File: src/rtl/cascade_if.sv
// Bundle between the cascade controller, its classifier stages and the result consumer.
interface cascade_if #(
    parameter int unsigned NUM_STAGES          = 2,
    parameter int unsigned DECISION_FUNCT_SIZE = 56,
    parameter int unsigned IDX_W               = 4
);
    logic                                          en;
    logic [NUM_STAGES*(DECISION_FUNCT_SIZE-1)-1:0] thresholds;
    logic [NUM_STAGES-1:0]                         stage_start;
    logic [NUM_STAGES-1:0]                         stage_done;
    logic [NUM_STAGES*DECISION_FUNCT_SIZE-1:0]     decision_in;
    logic [IDX_W-1:0]                              vec_idx;
    logic                                          result_valid;
    logic                                          result_ready;
    logic                                          y_class;
    logic [1:0]                                    stage_used;
    logic                                          busy;
    logic                                          run_done;

    modport master (
        output en, thresholds, stage_done, decision_in, result_ready,
        input  stage_start, vec_idx, result_valid, y_class, stage_used, busy, run_done
    );

    modport slave (
        input  en, thresholds, stage_done, decision_in, result_ready,
        output stage_start, vec_idx, result_valid, y_class, stage_used, busy, run_done
    );
endinterface

File: src/rtl/cascade_ctrl.sv
// Early-exit cascade controller: runs each vector through stages until one is confident enough.
// Optional per-stage exit statistics are enabled with macro CASCADE_STATS_EN.
module cascade_ctrl #(
    parameter int unsigned NUM_STAGES          = 2,
    parameter int unsigned DECISION_FUNCT_SIZE = 56,
    parameter int unsigned NUM_OF_TEST_VECTORS = 10,
    parameter int unsigned IDX_W               = 4
) (
    input  logic                        clk,
    input  logic                        rst,
`ifdef CASCADE_STATS_EN
    output logic [NUM_STAGES*IDX_W-1:0] exit_count,
`endif
    cascade_if.slave                    bus
);
    localparam int unsigned DW = DECISION_FUNCT_SIZE;
    localparam int unsigned MW = DECISION_FUNCT_SIZE - 1;
    localparam int unsigned SW = 2;

    localparam logic [2:0] S_IDLE  = 3'd0;
    localparam logic [2:0] S_START = 3'd1;
    localparam logic [2:0] S_WAIT  = 3'd2;
    localparam logic [2:0] S_EVAL  = 3'd3;
    localparam logic [2:0] S_OUT   = 3'd4;

    localparam logic [SW-1:0]    LAST_STAGE = SW'(NUM_STAGES - 1);
    localparam logic [IDX_W-1:0] LAST_VEC   = IDX_W'(NUM_OF_TEST_VECTORS - 1);

    logic [2:0]            r_state,        w_state_nxt;
    logic [SW-1:0]         r_stage,        w_stage_nxt;
    logic [IDX_W-1:0]      r_vec_idx,      w_vec_idx_nxt;
    logic [DW-1:0]         r_decision,     w_decision_nxt;
    logic [NUM_STAGES-1:0] r_stage_start,  w_stage_start_nxt;
    logic                  r_result_valid, w_result_valid_nxt;
    logic                  r_y_class,      w_y_class_nxt;
    logic [1:0]            r_stage_used,   w_stage_used_nxt;
    logic                  r_busy,         w_busy_nxt;
    logic                  r_run_done,     w_run_done_nxt;

    logic                  w_done_sel;
    logic [DW-1:0]         w_dec_sel;
    logic [MW-1:0]         w_thr_sel;
    logic                  w_exit;
    logic                  w_accept;

    // Select the slices belonging to the stage currently in flight
    assign w_done_sel = |(bus.stage_done & (NUM_STAGES'(1) << r_stage));
    assign w_dec_sel  = DW'(bus.decision_in >> (32'(r_stage) * DW));
    assign w_thr_sel  = MW'(bus.thresholds >> (32'(r_stage) * MW));
    assign w_exit     = (r_decision[MW-1:0] >= w_thr_sel) || (r_stage == LAST_STAGE);
    assign w_accept   = r_result_valid & bus.result_ready;

    always_comb begin
        w_state_nxt        = r_state;
        w_stage_nxt        = r_stage;
        w_vec_idx_nxt      = r_vec_idx;
        w_decision_nxt     = r_decision;
        w_stage_start_nxt  = '0;
        w_result_valid_nxt = r_result_valid;
        w_y_class_nxt      = r_y_class;
        w_stage_used_nxt   = r_stage_used;
        w_busy_nxt         = r_busy;
        w_run_done_nxt     = 1'b0;

        case (r_state)
            S_IDLE: begin
                if (bus.en) begin
                    w_vec_idx_nxt     = '0;
                    w_stage_nxt       = '0;
                    w_busy_nxt        = 1'b1;
                    w_stage_start_nxt = NUM_STAGES'(1);
                    w_state_nxt       = S_START;
                end
            end
            S_START: w_state_nxt = S_WAIT;
            S_WAIT: begin
                if (w_done_sel) begin
                    w_decision_nxt = w_dec_sel;
                    w_state_nxt    = S_EVAL;
                end
            end
            S_EVAL: begin
                if (w_exit) begin
                    w_result_valid_nxt = 1'b1;
                    w_y_class_nxt      = ~r_decision[DW-1];
                    w_stage_used_nxt   = r_stage;
                    w_state_nxt        = S_OUT;
                end else begin
                    // Not confident enough: escalate to the next stage
                    w_stage_nxt       = r_stage + SW'(1);
                    w_stage_start_nxt = NUM_STAGES'(1) << (r_stage + SW'(1));
                    w_state_nxt       = S_START;
                end
            end
            S_OUT: begin
                if (w_accept) begin
                    w_result_valid_nxt = 1'b0;
                    if (r_vec_idx == LAST_VEC) begin
                        w_run_done_nxt = 1'b1;
                        w_busy_nxt     = 1'b0;
                        w_state_nxt    = S_IDLE;
                    end else begin
                        w_vec_idx_nxt     = r_vec_idx + IDX_W'(1);
                        w_stage_nxt       = '0;
                        w_stage_start_nxt = NUM_STAGES'(1);
                        w_state_nxt       = S_START;
                    end
                end
            end
            default: w_state_nxt = S_IDLE;
        endcase
    end

    always_ff @(posedge clk) begin
        if (rst) begin
            r_state        <= S_IDLE;
            r_stage        <= '0;
            r_vec_idx      <= '0;
            r_decision     <= '0;
            r_stage_start  <= '0;
            r_result_valid <= 1'b0;
            r_y_class      <= 1'b0;
            r_stage_used   <= '0;
            r_busy         <= 1'b0;
            r_run_done     <= 1'b0;
        end else begin
            r_state        <= w_state_nxt;
            r_stage        <= w_stage_nxt;
            r_vec_idx      <= w_vec_idx_nxt;
            r_decision     <= w_decision_nxt;
            r_stage_start  <= w_stage_start_nxt;
            r_result_valid <= w_result_valid_nxt;
            r_y_class      <= w_y_class_nxt;
            r_stage_used   <= w_stage_used_nxt;
            r_busy         <= w_busy_nxt;
            r_run_done     <= w_run_done_nxt;
        end
    end

    assign bus.stage_start  = r_stage_start;
    assign bus.vec_idx      = r_vec_idx;
    assign bus.result_valid = r_result_valid;
    assign bus.y_class      = r_y_class;
    assign bus.stage_used   = r_stage_used;
    assign bus.busy         = r_busy;
    assign bus.run_done     = r_run_done;

`ifdef CASCADE_STATS_EN
    logic [NUM_STAGES*IDX_W-1:0] r_exit_count, w_exit_count_nxt;

    // Saturating per-stage exit counters, cleared when a run starts
    always_comb begin
        w_exit_count_nxt = r_exit_count;
        if (r_state == S_IDLE && bus.en) begin
            w_exit_count_nxt = '0;
        end else if (r_state == S_OUT && w_accept) begin
            for (int s = 0; s < int'(NUM_STAGES); s++) begin
                if (r_stage_used == SW'(s) && r_exit_count[s*IDX_W +: IDX_W] != '1) begin
                    w_exit_count_nxt[s*IDX_W +: IDX_W] = r_exit_count[s*IDX_W +: IDX_W] + IDX_W'(1);
                end
            end
        end
    end

    always_ff @(posedge clk) begin
        if (rst) r_exit_count <= '0;
        else     r_exit_count <= w_exit_count_nxt;
    end

    assign exit_count = r_exit_count;
`endif
endmodule
File: src/flat_wrapper.sv
// flat-port wrapper written by rule: the top's interface ports become plain ports
module cascade_ctrl_flat 
#(
    parameter int unsigned NUM_STAGES          = 2,
    parameter int unsigned DECISION_FUNCT_SIZE = 56,
    parameter int unsigned NUM_OF_TEST_VECTORS = 10,
    parameter int unsigned IDX_W               = 4
)
  (clk, rst, bus_en, bus_thresholds, bus_stage_done, bus_decision_in, bus_result_ready, bus_stage_start, bus_vec_idx, bus_result_valid, bus_y_class, bus_stage_used, bus_busy, bus_run_done);
  cascade_if #(.NUM_STAGES(NUM_STAGES), .DECISION_FUNCT_SIZE(DECISION_FUNCT_SIZE), .IDX_W(IDX_W)) bus_i ();
  input  logic clk;
  input  logic rst;
  input wire logic [$bits(bus_i.en)-1:0] bus_en;
  input wire logic [$bits(bus_i.thresholds)-1:0] bus_thresholds;
  input wire logic [$bits(bus_i.stage_done)-1:0] bus_stage_done;
  input wire logic [$bits(bus_i.decision_in)-1:0] bus_decision_in;
  input wire logic [$bits(bus_i.result_ready)-1:0] bus_result_ready;
  output wire logic [$bits(bus_i.stage_start)-1:0] bus_stage_start;
  output wire logic [$bits(bus_i.vec_idx)-1:0] bus_vec_idx;
  output wire logic [$bits(bus_i.result_valid)-1:0] bus_result_valid;
  output wire logic [$bits(bus_i.y_class)-1:0] bus_y_class;
  output wire logic [$bits(bus_i.stage_used)-1:0] bus_stage_used;
  output wire logic [$bits(bus_i.busy)-1:0] bus_busy;
  output wire logic [$bits(bus_i.run_done)-1:0] bus_run_done;
  assign bus_i.en = bus_en;
  assign bus_i.thresholds = bus_thresholds;
  assign bus_i.stage_done = bus_stage_done;
  assign bus_i.decision_in = bus_decision_in;
  assign bus_i.result_ready = bus_result_ready;
  assign bus_stage_start = bus_i.stage_start;
  assign bus_vec_idx = bus_i.vec_idx;
  assign bus_result_valid = bus_i.result_valid;
  assign bus_y_class = bus_i.y_class;
  assign bus_stage_used = bus_i.stage_used;
  assign bus_busy = bus_i.busy;
  assign bus_run_done = bus_i.run_done;
  cascade_ctrl #(.NUM_STAGES(NUM_STAGES), .DECISION_FUNCT_SIZE(DECISION_FUNCT_SIZE), .NUM_OF_TEST_VECTORS(NUM_OF_TEST_VECTORS), .IDX_W(IDX_W)) u_core (.clk(clk), .rst(rst), .bus(bus_i));
endmodule
File: config.mk
export PLATFORM = sky130hd
export DESIGN_NAME = cascade_ctrl_flat
export DESIGN_NICKNAME = d
export VERILOG_FILES = /design/src/rtl/cascade_if.sv /design/src/rtl/cascade_ctrl.sv /design/src/flat_wrapper.sv
export SDC_FILE = /design/constraint.sdc
export NUM_CORES = 1
export LEC_CHECK = 0
export ABC_AREA = 1
export BUFFER_PORTS_ARGS = -buffer_cell sky130_fd_sc_hd__buf_2
export CELL_PAD_IN_SITES_DETAIL_PLACEMENT = 0
export CELL_PAD_IN_SITES_GLOBAL_PLACEMENT = 1
export CORE_UTILIZATION = 35
export DETAILED_ROUTE_END_ITERATION = 10
export PLACE_DENSITY_LB_ADDON = 0.08
export SLEW_MARGIN = 25
export SYNTH_ARGS = -nofsm -noshare
export SYNTH_HDL_FRONTEND = slang
export SYNTH_SLANG_ARGS = --single-unit
File: constraint.sdc
create_clock -name clk -period 3.85 [get_ports clk]
set_input_delay 0.77 -clock clk [delete_from_list [all_inputs] [get_ports clk]]
set_output_delay 0.77 -clock clk [all_outputs]
set_load 0.05 [all_outputs]
==> metrics.json, run 1 <==
{
  "synthesis": {
    "most_numerous_cell_in_the_yosys_netlist": "sky130_fd_sc_hd__nor2_1",
    "yosys_most_used_dff": "sky130_fd_sc_hd__dfxtp_1",
    "ys_ff_latch": 73,
    "postSynthNetCount": 1189,
    "yosys.cell_types.count": 32,
    "synth-edff-count": 0,
    "synth-warning-count": 0,
    "postSynth.asyncResetShare_pct": 0,
    "synth_area_leader_cell": "sky130_fd_sc_hd__dfxtp_1",
    "syn_area_sq_um": 5580,
    "synthDominantCellAreaShare_pct": 26.2,
    "avgSynthCellArea_sq_um": 6.19,
    "yosys-top-cells-count": "282 x sky130_fd_sc_hd__nor2_1, 133 x sky130_fd_sc_hd__o21ai_0, 109 x sky130_fd_sc_hd__nand2_1",
    "synthTopCellsByArea": "sky130_fd_sc_hd__dfxtp_1 26%, sky130_fd_sc_hd__nor2_1 19%, sky130_fd_sc_hd__ha_1 13%",
    "synth.yosys.seq_area_share_pct": 26.2,
    "post_synth_inst_count": 901
  },
  "cells_and_area": {
    "fin_cells": 1324,
    "count_of_fill_cells_added_during_filler_insertion": 1714,
    "regArea_sq_um": 1470,
    "num-nets-final": 1395,
    "utilization_pct": 46.8,
    "multi_input_comb_area_sq_um": 3710,
    "synthToLayoutAreaGrowth_pct": 29.0,
    "post_route_cells_drive_above_1_share_pct": 25.9
  },
  "route": {
    "topRoutingLayerUsed": "met5",
    "number_of_routed_nets_with_antenna_violations": 0,
    "met3_wirelength_microns": 1130,
    "drt-wirelength-per-cell_microns": 14.2,
    "dr.first_iter.drc_count": 265,
    "drt_pass1_iterations": 4,
    "viasPerCell": 4.77,
    "post-route-drc-count": 0,
    "aggregate_routed_wire_length_microns": 18800,
    "via_count": 6322,
    "wl_met2_microns": 8580,
    "met1Wirelength_microns": 8700
  },
  "power": {
    "leakage_uw": 0.00372,
    "clock_power_share_pct": 25.4,
    "power_report.internal_total_uw": 1820,
    "powerDensity_nw_per_um2": 447,
    "power.ir.vdd_worst_v": 0.000204,
    "seq_power_share_pct": 29.0,
    "pwr-share-comb_pct": 45.6,
    "switching_power_uw": 1390,
    "power.switching_fraction_pct": 43.3
  },
  "die": {
    "design.core.area_sq_um": 15400,
    "initial_utilization_pct": 36.3,
    "overall_die_width_microns": 128,
    "boundaryPins": 240,
    "rows": 45,
    "design.die.area_sq_um": 16400,
    "die_h_microns": 128
  },
  "cts": {
    "clk_path_buf_depth": 2,
    "cts_made_buffers": 9,
    "worstSkewPairLatency_ns": 0.34,
    "tritoncts": "done",
    "htree_levels": 3,
    "postCtsSetupBuffers": 0,
    "ctsResizeCount": 0,
    "worst_setup_hold_path_clk_slew_ns": 0.07,
    "ctsHoldBuffers": 0,
    "root_buffer": "sky130_fd_sc_hd__clkbuf_16",
    "cts.sink_count": 73
  },
  "global_routing": {
    "grt_start_max_net_pins": 89,
    "grt_pass1_wl_microns": 29800,
    "number_of_antenna_violations_at_the_first_check_in_global_routing": 3,
    "global_route.usage.total_pct": 23.4,
    "gr-total-overflow": 0,
    "grt_pass1_vias": 6075
  },
  "timing": {
    "tightest_slew_ns": 0.901,
    "final_period_minus_worst_setup_slack_ns": 2.78,
    "final.setup_skew_ns": 0.0128,
    "final_min_period_over_clock_period_pct": 72.1,
    "fin_setup_tns_ns": 0,
    "timing.fmax_ghz": 0.360,
    "finalSetupViolations": 0,
    "maxSlewHeadroom_pct": 39.9,
    "number_of_slew_limit_violations_in_the_final_report": 0,
    "finalHoldViolations": 0,
    "whs_ns": 0.474,
    "final_critical_path_setup_slack_ns": 1.07,
    "setup_repair_after_global_routing_missed_its_margin": "no"
  },
  "placement": {
    "port_buffers": 239,
    "globalplace.congestion": 0.822,
    "detailedPlacementHpwl_microns": 14400,
    "place_inst": 1307,
    "pre_cts_slack_ns": 1.09
  },
  "critical_path": {
    "timing_worst_setup_path_type": "reg2reg",
    "timing.critical_path.from": "u_core.r_stage[0]$_SDFFE_PP0P_",
    "reg2reg_from": "u_core.r_stage[0]$_SDFFE_PP0P_",
    "depth_of_the_most_critical_reg_to_reg_path": 16,
    "critPathRequiredTime_ns": 4.06,
    "critical_path.endpoint": "u_core.r_state[0]$_SDFFE_PP0P_",
    "cp-start-kind": "flip-flop",
    "critical_path.endpoint_type": "flip-flop",
    "maximum_fanout_encountered_on_the_critical_timing_path": 47,
    "worstReg2RegEnd": "u_core.r_state[0]$_SDFFE_PP0P_",
    "worst_path_arrival_time_ns": 2.99,
    "ff2ff_setup_slack_ns": 1.07
  },
  "run_status": {
    "run_status": "finished, final reports clean"
  },
  "worst_hold_path": {
    "min-delay-path-class": "reg2reg"
  },
  "job": {
    "max_cap_violations": 0
  }
}
## cell families after synthesis
logic type	share of synthesized area, %
adders and majority gates	13.5
DFF	26.2
buffers and inverters	7.20
xor gates and xnor gates	0.314
and+or+nand+nor	32.1
AOI/OAI and AO/OA	20.8
## state kept, by name, indices dropped and copies added (netlist names)
signal / cells
u_core.bus.stage_used: 2
u_core.r_stage: 2
u_core.bus.y_class: 1
u_core.r_decision: 56
u_core.bus.run_done: 1
u_core.bus.stage_start: 2
u_core.bus.busy: 1
u_core.r_state: 3
u_core.bus.result_valid: 1
u_core.bus.vec_idx: 4
## worst max-delay path, cell delays in order, from the launching register on
cell	delay, ns
sky130_fd_sc_hd__dfxtp_4	0.37
sky130_fd_sc_hd__buf_4	0.41
sky130_fd_sc_hd__nor2_1	0.18
sky130_fd_sc_hd__nor2_1	0.12
sky130_fd_sc_hd__o21ai_0	0.10
sky130_fd_sc_hd__ha_1	0.32
sky130_fd_sc_hd__nand2_1	0.08
sky130_fd_sc_hd__nor2_2	0.15
sky130_fd_sc_hd__nand2_2	0.09
sky130_fd_sc_hd__nor2_1	0.09
sky130_fd_sc_hd__nand3_1	0.07
sky130_fd_sc_hd__nor2_1	0.13
sky130_fd_sc_hd__nand2_1	0.08
sky130_fd_sc_hd__nand3_2	0.12
sky130_fd_sc_hd__nor2_1	0.09
sky130_fd_sc_hd__o21ai_0	0.15
sky130_fd_sc_hd__nor2_1	0.06
## power groups by stage
stage / logic (uW) / registers (uW) / clock network, uW
6_report: 1470 / 934 / 816
5_1_grt: 1720 / 948 / 874
4_1_cts: 1490 / 938 / 836
3_5_place_dp: 1480 / 954 / 0
3_3_place_gp: 1470 / 955 / 0
2_1_floorplan: 1070 / 896 / 0
## through the flow
| step | cell area (sq um) | total power, uW |
|---|---|---|
| finish | 7200 | 3220 |
| global route | 7200 | 3540 |
| CTS | 7190 | 3260 |
| detailed placement | 6910 | 2430 |
| global placement | 6910 | 2430 |
| floorplan | 5580 | 1970 |
## layout make-up
class / instances / share of cell area [%]
Multi-Input combinational cell: 728 / 51.6
Sequential cell: 73 / 20.4
Timing Repair Buffer: 250 / 17.9
Tap cell: 211 / 3.67
Clock buffer: 9 / 3.13
Inverter: 45 / 2.36
Clock inverter: 7 / 0.835
Antenna cell: 1 / 0.0348
## how the worst min path moves through the flow
stage | start | to | slack, ns | depth (start not counted)
final | u_core.r_decision[0]$_SDFFE_PP0P_ | u_core.r_decision[0]$_SDFFE_PP0P_ | 0.47 | 2
after CTS | u_core.r_decision[0]$_SDFFE_PP0P_ | u_core.r_decision[0]$_SDFFE_PP0P_ | 0.47 | 2
after detailed placement | u_core.bus.busy$_SDFFE_PP0P_ | u_core.bus.busy$_SDFFE_PP0P_ | 0.46 | 2
after global placement | u_core.r_decision[0]$_SDFFE_PP0P_ | u_core.r_decision[0]$_SDFFE_PP0P_ | 0.46 | 2
after global routing | u_core.r_decision[0]$_SDFFE_PP0P_ | u_core.r_decision[0]$_SDFFE_PP0P_ | 0.49 | 2
after floorplan | u_core.r_decision[0]$_SDFFE_PP0P_ | u_core.r_decision[0]$_SDFFE_PP0P_ | 0.43 | 2
## cell usage in the layout (no fill, tap or decap), types with 2 or more instances in the layout
cell,netlist,routed
sky130_fd_sc_hd__nor3_1,28,28
sky130_fd_sc_hd__nor2_1,282,282
sky130_fd_sc_hd__buf_4,1,10
sky130_fd_sc_hd__nand4_1,3,3
sky130_fd_sc_hd__buf_2,17,239
sky130_fd_sc_hd__nand2_2,3,3
sky130_fd_sc_hd__a21oi_1,65,65
sky130_fd_sc_hd__inv_2,6,6
sky130_fd_sc_hd__a211oi_1,14,14
sky130_fd_sc_hd__nand2_1,109,109
sky130_fd_sc_hd__o21ai_0,133,133
sky130_fd_sc_hd__o21bai_1,2,2
sky130_fd_sc_hd__clkinv_4,0,2
sky130_fd_sc_hd__ha_1,60,60
sky130_fd_sc_hd__inv_1,39,38
sky130_fd_sc_hd__dfxtp_1,73,71
sky130_fd_sc_hd__dfxtp_4,0,2
sky130_fd_sc_hd__clkbuf_16,0,9
sky130_fd_sc_hd__nor2_2,6,6
sky130_fd_sc_hd__a21o_1,3,3
sky130_fd_sc_hd__nand3_1,8,8
sky130_fd_sc_hd__nand3_2,2,2
sky130_fd_sc_hd__inv_6,0,2
## metal layers
metal / up-vias / GRT usage [%]
li1: 3385 / -
met1: 2727 / 30.0
met2: 182 / 39.8
met3: 24 / 4.22
met4: 4 / 7.13
met5: - / 0
(Power assumes the default switching activity.)
==> run 2, diff against run 1 <==
CORE_UTILIZATION = 32   (was 35)
clock period = 2.9 ns   (was 3.85 ns; I/O delays follow)
==> run 2 against run 1 <==
  * Sequential share of layout area down 0.37 points
  * Register-to-register slack worse by 0.84 ns
  * Clock-buffer cell count up 1
  * Worst hold slack worse by 0.012 ns
  * Die area up 9.2%
  * Worst setup slack worse by 0.84 ns
  * Critical path type unchanged
==> metrics.json, run 2 (synthesized netlist as in run 1, its figures left out) <==
{
  "cells_and_area": {
    "most_common_library_cell_in_the_layout_ignoring_fill_and_taps": {"value": "sky130_fd_sc_hd__nor2_1", "change": "unchanged"},
    "synthToLayoutAreaGrowth": {"value": 31.4, "unit": "%", "change": "was 29.0%"},
    "utilization": {"value": 43.6, "unit": "%", "change": "was 46.8%"},
    "mostFrequentLayoutCells": {"value": "282 x sky130_fd_sc_hd__nor2_1, 239 x sky130_fd_sc_hd__buf_2, 132 x sky130_fd_sc_hd__o21ai_0", "change": "was 282 x sky130_fd_sc_hd__nor2_1, 239 x sky130_fd_sc_hd__buf_2, 133 x sky130_fd_sc_hd__o21ai_0"},
    "max_flop_register": {"value": "u_core.r_decision", "change": "unchanged"},
    "flip_flop_count_of_the_largest_register_all_copies_and_words_added": {"value": 56, "change": "unchanged"},
    "post_route_cells_drive_above_1_share": {"value": 26.3, "unit": "%", "change": "was 25.9%"},
    "antennaDiodeCount": {"value": 0, "change": "was 1"},
    "fin_cells": {"value": 1336, "change": "was 1324"},
    "num-nets-final": {"value": 1399, "change": "was 1395"}
  },
  "critical_path": {
    "number_of_buffers_and_inverters_on_the_critical_path": {"value": 3, "change": "was 1"},
    "cp-start-kind": {"value": "flip-flop", "change": "unchanged"},
    "reg2reg_from": {"value": "u_core.r_stage[0]$_SDFFE_PP0P_", "change": "unchanged"},
    "cp_slowest_stage_delay": {"value": 0.37, "unit": "ns", "change": "was 0.41 ns"},
    "critPathRequiredTime": {"value": 3.14, "unit": "ns", "change": "was 4.06 ns"},
    "timing_worst_setup_path_type": {"value": "reg2reg", "change": "unchanged"},
    "critPathSlowestCell": {"value": "sky130_fd_sc_hd__dfxtp_4", "change": "was sky130_fd_sc_hd__buf_4"},
    "ff2ff_setup_slack": {"value": 0.23, "unit": "ns", "change": "was 1.07 ns"},
    "maximum_fanout_encountered_on_the_critical_timing_path": {"value": 68, "change": "was 47"},
    "worstReg2RegEnd": {"value": "u_core.bus.y_class$_SDFFE_PP0P_", "change": "was u_core.r_state[0]$_SDFFE_PP0P_"},
    "critical_path.endpoint_type": {"value": "flip-flop", "change": "unchanged"},
    "timing.critical_path.cells": {"value": "clkinv_2 > buf_12 > o21ai_0 > ha_1 > nand2_1 > inv_1 > nand3_1 > nor4_2 > nand2_1 > nand3_2 > nand2_4 > o21ai_0 > nor2_1", "change": "was buf_4 > nor2_1 > nor2_1 > o21ai_0 > ha_1 > nand2_1 > nor2_2 > nand2_2 > nor2_1 > nand3_1 > nor2_1 > nand2_1 > nand3_2 > nor2_1 > o21ai_0 > nor2_1"},
    "depth_of_the_most_critical_reg_to_reg_path": {"value": 13, "change": "was 16"},
    "cp.depth": {"value": 13, "change": "was 16"},
    "worst_path_arrival_time": {"value": 2.91, "unit": "ns", "change": "was 2.99 ns"},
    "crit_family": {"value": "simple AND/OR/NAND/NOR gates", "change": "unchanged"}
  },
  "cts": {
    "cts.sink_count": {"value": 73, "change": "unchanged"},
    "worst_setup_hold_path_clk_slew": {"value": 0.06, "unit": "ns", "change": "was 0.07 ns"},
    "clk_path_buf_depth": {"value": 2, "change": "unchanged"},
    "htree_levels": {"value": 3, "change": "unchanged"},
    "worstSkewPairLatency": {"value": 0.35, "unit": "ns", "change": "was 0.34 ns"},
    "cts_made_buffers": {"value": 9, "change": "unchanged"},
    "root_buffer": {"value": "sky130_fd_sc_hd__clkbuf_16", "change": "unchanged"},
    "postCtsSetupBuffers": {"value": 0, "change": "unchanged"},
    "tritoncts": {"value": "done", "change": "unchanged"}
  },
  "power": {
    "pwr-share-comb": {"value": 46.0, "unit": "%", "change": "was 45.6%"},
    "power_report.internal_total": {"value": 2600, "unit": "uW", "change": "was 1820 uW"},
    "leakage": {"value": 0.00376, "unit": "uW", "change": "was 0.00372 uW"},
    "power": {"value": 4450, "unit": "uW", "change": "was 3220 uW"},
    "powerDensity": {"value": 607, "unit": "nW/um^2", "change": "was 447 nW/um^2"},
    "seq_power_share": {"value": 27.0, "unit": "%", "change": "was 29.0%"},
    "clock_power_share": {"value": 27.1, "unit": "%", "change": "was 25.4%"},
    "power.switching_fraction": {"value": 41.7, "unit": "%", "change": "was 43.3%"},
    "power.ir.vdd_worst": {"value": 0.000282, "unit": "V", "change": "was 0.000204 V"},
    "switching_power": {"value": 1850, "unit": "uW", "change": "was 1390 uW"}
  },
  "run_status": {
    "run_status": {"value": "finished, final reports clean", "change": "unchanged"}
  },
  "route": {
    "dr.first_iter.drc_count": {"value": 208, "change": "was 265"},
    "via_count": {"value": 6265, "change": "was 6322"},
    "post-route-drc-count": {"value": 0, "change": "unchanged"},
    "drt-wirelength-per-cell": {"value": 14.3, "unit": "microns", "change": "was 14.2 microns"},
    "aggregate_routed_wire_length": {"value": 19000, "unit": "microns", "change": "was 18800 microns"},
    "number_of_routed_nets_with_antenna_violations": {"value": 0, "change": "unchanged"},
    "viasPerCell": {"value": 4.69, "change": "was 4.77"},
    "drt_pass1_iterations": {"value": 4, "change": "unchanged"}
  },
  "worst_hold_path": {
    "start_point_of_the_worst_min_delay_path": {"value": "u_core.bus.busy$_SDFFE_PP0P_", "change": "was u_core.r_decision[0]$_SDFFE_PP0P_"},
    "worst_hold_path_stage_count": {"value": 2, "change": "unchanged"},
    "worst_hold_path.endpoint": {"value": "u_core.bus.busy$_SDFFE_PP0P_", "change": "was u_core.r_decision[0]$_SDFFE_PP0P_"},
    "min-delay-path-class": {"value": "reg2reg", "change": "unchanged"}
  },
  "timing": {
    "number_of_slew_limit_violations_in_the_final_report": {"value": 0, "change": "unchanged"},
    "final.setup_skew": {"value": 0.00808, "unit": "ns", "change": "was 0.0128 ns"},
    "finalHoldViolations": {"value": 0, "change": "unchanged"},
    "final_critical_path_setup_slack": {"value": 0.230, "unit": "ns", "change": "was 1.07 ns"},
    "fin_setup_tns": {"value": 0, "unit": "ns", "change": "unchanged"},
    "tightest_slew": {"value": 0.593, "unit": "ns", "change": "was 0.901 ns"},
    "final_period_minus_worst_setup_slack": {"value": 2.67, "unit": "ns", "change": "was 2.78 ns"},
    "finalSetupViolations": {"value": 0, "change": "unchanged"},
    "setup_repair_after_global_routing_missed_its_margin": {"value": "no", "change": "unchanged"},
    "timing.fmax": {"value": 0.375, "unit": "GHz", "change": "was 0.360 GHz"},
    "maxSlewHeadroom": {"value": 60.4, "unit": "%", "change": "was 39.9%"},
    "final_min_period_over_clock_period": {"value": 92.1, "unit": "%", "change": "was 72.1%"}
  },
  "placement": {
    "pre_cts_slack": {"value": 0.176, "unit": "ns", "change": "was 1.09 ns"},
    "place_inst": {"value": 1320, "change": "was 1307"},
    "globalplace.congestion": {"value": 0.803, "change": "was 0.822"},
    "detailedPlacementHpwl": {"value": 14600, "unit": "microns", "change": "was 14400 microns"},
    "port_buffers": {"value": 239, "change": "unchanged"}
  },
  "die": {
    "die_h": {"value": 134, "unit": "microns", "change": "was 128 microns"},
    "design.core.area": {"value": 16800, "unit": "sq um", "change": "was 15400 sq um"},
    "initial_utilization": {"value": 33.2, "unit": "%", "change": "was 36.3%"},
    "boundaryPins": {"value": 240, "change": "unchanged"},
    "design.die.area": {"value": 18000, "unit": "sq um", "change": "was 16400 sq um"},
    "overall_die_width": {"value": 134, "unit": "microns", "change": "was 128 microns"},
    "rows": {"value": 47, "change": "was 45"}
  },
  "global_routing": {
    "number_of_antenna_violations_at_the_first_check_in_global_routing": {"value": 1, "change": "was 3"},
    "gr-total-overflow": {"value": 0, "change": "unchanged"},
    "grt_pass1_wl": {"value": 29800, "unit": "microns", "change": "about the same"},
    "grt_start_max_net_pins": {"value": 69, "change": "was 89"},
    "global_route.usage.total": {"value": 21.3, "unit": "%", "change": "was 23.4%"},
    "grt_pass1_vias": {"value": 5887, "change": "was 6075"}
  },
  "job": {
    "max_cap_violations": {"value": 0, "change": "unchanged"}
  }
}
run 2: routing by layer:
metal	GRT usage (%)	routed length, microns	vias up
met5	0	12	-
met4	5.56	248	2
met3	4.72	1120	19
met2	35.3	8580	172
met1	27.8	9080	2679
li1	-	-	3393
run 2: worst max path at each step:
| stage | to | start |
|---|---|---|
| 5_1_grt | u_core.bus.y_class$_SDFFE_PP0P_ | u_core.r_stage[0]$_SDFFE_PP0P_ |
| 2_1_floorplan | u_core.bus.stage_used[1]$_SDFFE_PP0P_ | u_core.r_stage[0]$_SDFFE_PP0P_ |
| 4_1_cts | u_core.bus.y_class$_SDFFE_PP0P_ | u_core.r_stage[0]$_SDFFE_PP0P_ |
| 3_5_place_dp | u_core.bus.y_class$_SDFFE_PP0P_ | u_core.r_stage[0]$_SDFFE_PP0P_ |
| 6_report | u_core.bus.y_class$_SDFFE_PP0P_ | u_core.r_stage[0]$_SDFFE_PP0P_ |
| 3_3_place_gp | u_core.r_stage[1]$_SDFFE_PP0P_ | u_core.r_stage[0]$_SDFFE_PP0P_ |
run 2: worst reg2reg max path, delay by kind of cell, from the launching register on:
family | cells | cell delay (ns)
DFF | 1 | 0.37
buffers and inverters | 3 | 0.43
AOI/OAI and AO/OA | 2 | 0.44
and+or+nand+nor | 7 | 1.00
adders and majority gates | 1 | 0.32
run 2: power groups by stage:
stage                     Clock (uW)  Sequential, uW  Combinational, uW
after floorplan                    0            1190               1420
after global routing            1280            1210               2370
final                           1200            1200               2040
after CTS                       1240            1200               2080
after detailed placement           0            1220               2070
after global placement             0            1220               2070
run 2: repair_timing:
item,in CTS,in global routing
gates resized for setup,0,2
hold buffers,0,0
endpoints found under the setup margin,0,4
run 2: through the flow:
step	hold slack, ns	instance area, sq um
global route	0.481	7330
floorplan	0.435	5580
finish	0.462	7330
CTS	0.466	7320
detailed placement	0.455	7000
global placement	0.452	7000
run 2: cell type report:
| class | count | area (sq um) |
|---|---|---|
| Timing Repair Buffer | 254 | 1370 |
| Sequential cell | 73 | 1470 |
| Multi-Input combinational cell | 728 | 3720 |
| Inverter | 45 | 170 |
| Clock buffer | 10 | 250 |
| Fill cell | 1943 | 9490 |
| Clock inverter | 6 | 72.6 |
| Tap cell | 220 | 275 |
